**config.mk**
```make
export PLATFORM = sky130hd
export DESIGN_NAME = regfile
export DESIGN_NICKNAME = d
export VERILOG_FILES = /design/src/rtl/regfile_pkg.sv /design/src/rtl/regfile_rport.sv /design/src/rtl/regfile.sv
export SDC_FILE = /design/constraint.sdc
export NUM_CORES = 2
export LEC_CHECK = 0
export ABC_AREA = 1
export BUFFER_PORTS_ARGS = -buffer_cell sky130_fd_sc_hd__buf_2
export CORE_AREA = 2 2 348 350
export CTS_CLUSTER_SIZE = 14
export DETAILED_ROUTE_END_ITERATION = 7
export DIE_AREA = 0 0 350 352
export PLACE_DENSITY = 0.64
export SYNTH_ARGS = -nofsm -noshare
export SYNTH_HDL_FRONTEND = slang
export SYNTH_SLANG_ARGS = --single-unit
export TNS_END_PERCENT = 5
```
**constraint.sdc**
```tcl
create_clock -name clk -period 1.9 [get_ports clk]
set_input_delay 0.095 -clock clk [delete_from_list [all_inputs] [get_ports clk]]
set_output_delay 0.095 -clock clk [all_outputs]
set_load 0.1 [all_outputs]
```
**src/rtl/regfile_pkg.sv**
```systemverilog
// Shared widths, typed constants and helpers for the general-purpose register file.
// Optional same-cycle write-to-read forwarding is selected with REGFILE_BYPASS_EN.
package regfile_pkg;

    localparam int unsigned REG_ADDR_W   = 5;
    localparam int unsigned REG_W        = 32;
    localparam int unsigned REG_NUM      = 32;
    localparam int unsigned REG_NUM_LOG2 = 5;

    typedef logic [REG_ADDR_W-1:0]           reg_addr_t;
    typedef logic [REG_W-1:0]                reg_word_t;
    typedef logic [REG_NUM-1:0][REG_W-1:0]   reg_array_t;

    localparam reg_word_t ZERO_WORD     = 32'h0000_0000;
    localparam reg_addr_t NOP_REG_ADDR  = 5'd0;
    localparam logic      WRITE_ENABLE  = 1'b1;
    localparam logic      WRITE_DISABLE = 1'b0;
    localparam logic      READ_ENABLE   = 1'b1;
    localparam logic      READ_DISABLE  = 1'b0;

    // A write only lands when enabled and aimed at a real (non-zero) register.
    function automatic logic write_commits(input logic we, input reg_addr_t waddr);
        return (we == WRITE_ENABLE) && (waddr != NOP_REG_ADDR);
    endfunction

endpackage

```
**src/rtl/regfile_rport.sv**
```systemverilog
// One combinational read port: reset, enable, r0 and (with REGFILE_BYPASS_EN) forwarding priority.
module regfile_rport
    import regfile_pkg::*;
(
    input  logic       rst,
    input  logic       re,
    input  reg_addr_t  raddr,
    input  reg_array_t regs,
    input  logic       we,
    input  reg_addr_t  waddr,
    input  reg_word_t  wdata,
    output reg_word_t  rdata
);

`ifndef REGFILE_BYPASS_EN
    logic unused_wport_s;
    assign unused_wport_s = ^{we, waddr, wdata};
`endif

    // Read mux, highest priority first.
    always_comb begin
        rdata = ZERO_WORD;
        if (rst == 1'b0) begin
            rdata = ZERO_WORD;
        end else if (re == READ_DISABLE) begin
            rdata = ZERO_WORD;
        end else if (raddr == NOP_REG_ADDR) begin
            rdata = ZERO_WORD;
`ifdef REGFILE_BYPASS_EN
        end else if ((we == WRITE_ENABLE) && (waddr == raddr)) begin
            rdata = wdata;
`endif
        end else begin
            rdata = regs[raddr];
        end
    end

endmodule

```
**src/rtl/regfile.sv**
```systemverilog
// 32 x 32-bit register file with one write port and two independent combinational read ports.
// Define REGFILE_BYPASS_EN to forward the write-port data to a matching read in the same cycle.
module regfile
    import regfile_pkg::*;
(
    input  logic      clk,
    input  logic      rst,
    input  logic      we,
    input  reg_addr_t waddr,
    input  reg_word_t wdata,
    input  logic      re1,
    input  reg_addr_t raddr1,
    output reg_word_t rdata1,
    input  logic      re2,
    input  reg_addr_t raddr2,
    output reg_word_t rdata2
);

    reg_array_t regs_q;
    reg_array_t regs_d;

    // Next storage contents: r0 is never written, so it keeps its reset value of zero.
    always_comb begin
        regs_d = regs_q;
        if (write_commits(we, waddr)) begin
            regs_d[waddr] = wdata;
        end else begin
            regs_d = regs_q;
        end
    end

    // Storage register; reset clears every entry without waiting for a clock.
    always_ff @(posedge clk or negedge rst) begin
        if (!rst) begin
            regs_q <= '0;
        end else begin
            regs_q <= regs_d;
        end
    end

    regfile_rport u_rport1 (
        .rst   (rst),
        .re    (re1),
        .raddr (raddr1),
        .regs  (regs_q),
        .we    (we),
        .waddr (waddr),
        .wdata (wdata),
        .rdata (rdata1)
    );

    regfile_rport u_rport2 (
        .rst   (rst),
        .re    (re2),
        .raddr (raddr2),
        .regs  (regs_q),
        .we    (we),
        .waddr (waddr),
        .wdata (wdata),
        .rdata (rdata2)
    );

endmodule

```
==> results.md <==
Flow run:
- The tool flagged a number of max-cap violations equal to 0.

Placed design:
- Detailed placement ended at an HPWL of 149600 um.
- Once placement finished, the instance area stood at roughly 66000 um^2.
- Prior to clock tree synthesis, the placed netlist has a worst setup slack of -0.2828 ns.
- At the end of routability-driven placement, the weighted congestion stood at ~0.93.
- The count of port buffers added during placement is about 120.

Setup path:
- In this run the worst path has a maximum fanout of 2.
- The data required time of the worst path is 1.80 ns.
- Data on the critical path arrives at its endpoint at 2.31 ns.
- The endpoint class of the critical path is an output port.
- The worst setup path is launched from a register.
- The setup check on the worst reg-to-reg path leaves a slack of ~1.1 ns.
- The critical path in this run is classified as reg2out.

Synth:
- The sequential fraction of the synthesis area is 0.4321.
- The post-synthesis instance area is 59300 um^2.
- The Yosys step of the flow raised 0 warnings.
- Ranked by total cell area, the synthesized netlist is headed by sky130_fd_sc_hd__dfrtp_1 (43%), sky130_fd_sc_hd__nand2_1 (19%), sky130_fd_sc_hd__nand3_1 (13%).
- The library cell with the largest summed area after synthesis is sky130_fd_sc_hd__dfrtp_1.
- The number of instances in the synthesized netlist is 8873.
- The share of synthesized area in the top cell type comes to 0.4321.
- Counting every net in the synthesized netlist gives 8925.
- Each instance of the synthesized netlist takes up on average 6.683 um^2.
- Synthesis inferred 1024 register bits.
- The number of library cell types mapped by synthesis is 22.

Drt:
- Dividing the detail-routed via count by the number of cells gives 5.869.
- The routed layout has 61860 vias.
- After the first detailed-routing iteration, the DRC count stood at 9030.
- In this run the remaining antenna-violating nets after routing total 0.
- After detailed routing, the number of remaining DRC violations is 10.
- The total wirelength of the detailed-routed design is 242600 um.
- Dividing the detail-routed wire length by the instance count gives 23.01 um.
- The count of TritonRoute iterations in the first routing pass is 8.

Layout:
- The final cell utilization of the core is 0.5963.
- The library cell used most frequently in the layout, excluding fill and tap cells, is sky130_fd_sc_hd__nand2_1.
- Of the cells placed in the final design, the portion with a size suffix greater than 1 is 0.1146.
- In the final layout, the registers with the most flip-flops are regs_q x1024.
- Compared with the post-synthesis result, the final layout area differs by 20.00%.
- The number of flip-flops in the largest register is 1024.
- regs_q holds more flip-flops than any other register.
- In the layout the commonest cells are sky130_fd_sc_hd__nand2_1 (2916), sky130_fd_sc_hd__nand3_1 (1482), sky130_fd_sc_hd__o21ai_0 (1064), sky130_fd_sc_hd__dfrtp_1 (1024), sky130_fd_sc_hd__inv_1 (912).
- Counting the fill cells in the layout gives roughly 11000.
- The final design instance area without fill is 71160 um^2.
- The number of nets in the layout is 8870.

Floorplanning:
- The region available for standard cell placement spans approximately 120000 um^2.
- The floorplan die height is 352 um.
- The die width is 350 um.
- The die covers 123200 um^2.
- The floorplan has roughly 130 rows.
- 116 I/O pins were placed.
- The initial utilization of the core area, before any placement, comes to 0.4969.

CTS:
- The clock latency on the worst-skew pair is 0.75 ns.
- Counting every sink on the clock net gives 1024.
- The total clock buffers created by CTS is between 100 and 150.
- After clock tree synthesis, the clock-pin slew on the worst setup and hold paths is 0.06 ns.
- TritonCTS built the clock tree.
- The tree is rooted in a sky130_fd_sc_hd__clkbuf_16.
- In this run the number of H-tree levels came out at 3.
- The clock passes through at most 3 buffers.

GRT:
- The initial antenna violation count is 21.
- Entering global routing, the biggest net connects 112 pins.
- The number of global-route vias before repair was 57650.
- The wire length of the first global-routing pass is about 360000 um.
- Global routing finished with a remaining overflow of 0.
- For this run, the total global-route usage over all layers was measured as 0.3899.

Power:
- In this run the static leakage power is 35.11 nW.
- The cell area power density is just under 1000 nW/um^2.
- The worst supply voltage drop on vdd is roughly 0.8 mV.
- The total power of the final layout is 69.27 mW.

Timing:
- The total setup violations reported at the end of the flow is between 60 and 70.
- The number of endpoints with negative hold slack in the final report is 0.
- The time the final worst path needs with I/O delays and setup is approximately 2.4 ns.
- Static timing analysis puts the maximum clock frequency at 416.5 MHz.
- The tightest slew margin relative to the limit is 0.4844.
- Across all setup checks in the final design, the least slack found is -0.5012 ns.
- The fraction of the cycle the final worst path needs is 1.264.
- At the pin with the least slew margin, the transition time is 0.7725 ns.
- Setup repair after global routing could not meet its margin everywhere.
- The final number of max-transition violations is 0.
- The clock tree skew after final layout is 0 ns.

Status:
- The run finished, with violations left.
- The checks that failed: design-rule violations, negative setup slack.

Hold path:
- The min-delay analysis places its worst path in the category in2reg.
## Yosys cell counts
| cell | count |
|---|---|
| sky130_fd_sc_hd__buf_1 | 109 |
| sky130_fd_sc_hd__nor3_2 | 3 |
| sky130_fd_sc_hd__nand2_2 | 14 |
| sky130_fd_sc_hd__nand2_1 | 2947 |
| sky130_fd_sc_hd__o21ai_0 | 1070 |
| sky130_fd_sc_hd__clkbuf_1 | 497 |
| sky130_fd_sc_hd__nand3_1 | 1538 |
| sky130_fd_sc_hd__nor2_2 | 1 |
| sky130_fd_sc_hd__o211ai_1 | 122 |
| sky130_fd_sc_hd__nor2_4 | 7 |
| sky130_fd_sc_hd__o21ai_1 | 28 |
| sky130_fd_sc_hd__inv_1 | 933 |
| sky130_fd_sc_hd__nand3_2 | 2 |
| sky130_fd_sc_hd__inv_2 | 7 |
| sky130_fd_sc_hd__dfrtp_1 | 1024 |
| sky130_fd_sc_hd__buf_2 | 152 |
| sky130_fd_sc_hd__clkinv_1 | 2 |
| sky130_fd_sc_hd__nor3_4 | 4 |
| sky130_fd_sc_hd__or2_2 | 26 |
| sky130_fd_sc_hd__nand4_1 | 1 |
| sky130_fd_sc_hd__a21oi_1 | 22 |
| sky130_fd_sc_hd__nor2_1 | 364 |
## worst paths after layout
check,from,end,cells past startpoint
max,regs_q[172],rdata1[12],10
min,waddr[1],regs_q[839],6
max reg2reg,regs_q[76],regs_q[76],3
min reg2reg,regs_q[19],regs_q[19],0
max in group asynchronous,rst,regs_q[91],4
min in group asynchronous,rst,regs_q[321],3
## metal layers
layer,vias up,GRT usage,part of all wire,wire [um]
met4,12,0.1721,0.049,11780
li1,28010,-,-,-
met5,-,0,0.00032,77
met1,29030,0.5402,0.40,96140
met3,774,0.1044,0.13,31520
met2,4031,0.5705,0.42,103000
## worst max-delay path, cell delays in order (launching register included)
cell and delay, ns:
sky130_fd_sc_hd__dfrtp_1 0.37, sky130_fd_sc_hd__inv_2 0.05, sky130_fd_sc_hd__nand2_1 0.05, sky130_fd_sc_hd__o211ai_1 0.10
sky130_fd_sc_hd__nand3_1 0.12, sky130_fd_sc_hd__nand2_1 0.07, sky130_fd_sc_hd__nor2_2 0.10, sky130_fd_sc_hd__nor2_2 0.07
sky130_fd_sc_hd__nor2_4 0.28, sky130_fd_sc_hd__buf_12 0.15, sky130_fd_sc_hd__buf_16 0.16
## power breakdown
group,switching [mW],internal (mW),leakage [nW],total (mW)
combinational,10.6,5.84,20.1,16.5
sequential,2.32,26.0,12.9,28.3
clock,10.0,14.5,2.04,24.5
## layout make-up
class,instances,area [um^2],area share
diodes,11,27.53,0.0003868
clock buffers,162,3377,0.04746
clock inverters,55,767.0,0.01078
inverters,942,3578,0.05029
multi-input cells,6149,28090,0.3948
flip-flops and latches,1024,25620,0.3601
well taps,1612,2017,0.02834
repair buffers,584,7672,0.1078
## repair_timing
item	CTS	global route
endpoints found under the hold margin	1416	0
setup buffers	5	3
pin swaps	38	22
hold buffers	38	0
endpoints found under the setup margin	64	64
gates resized for setup	125	61
## metrics by stage
step           hold slack, ns  instances  setup TNS, ns
2_1_floorplan         -0.2006       8873         -8.528
3_3_place_gp         -0.07677      10270         -1.157
3_5_place_dp         -0.07827      10270         -1.178
4_1_cts               0.01327      10530         -22.73
5_1_grt               0.08109      10540         -27.71
6_report              0.04630      10540         -21.46
## logic make-up after synthesis
| kind of cell | Yosys count | synth area share |
|---|---|---|
| AND/OR/NAND/NOR | 4907 | 0.3471 |
| buffers and inverters | 1700 | 0.1108 |
| AO/OA/AOI/OAI | 1242 | 0.1100 |
| flip-flops | 1024 | 0.4321 |
Note: power is estimated with default switching activity, not from simulation.
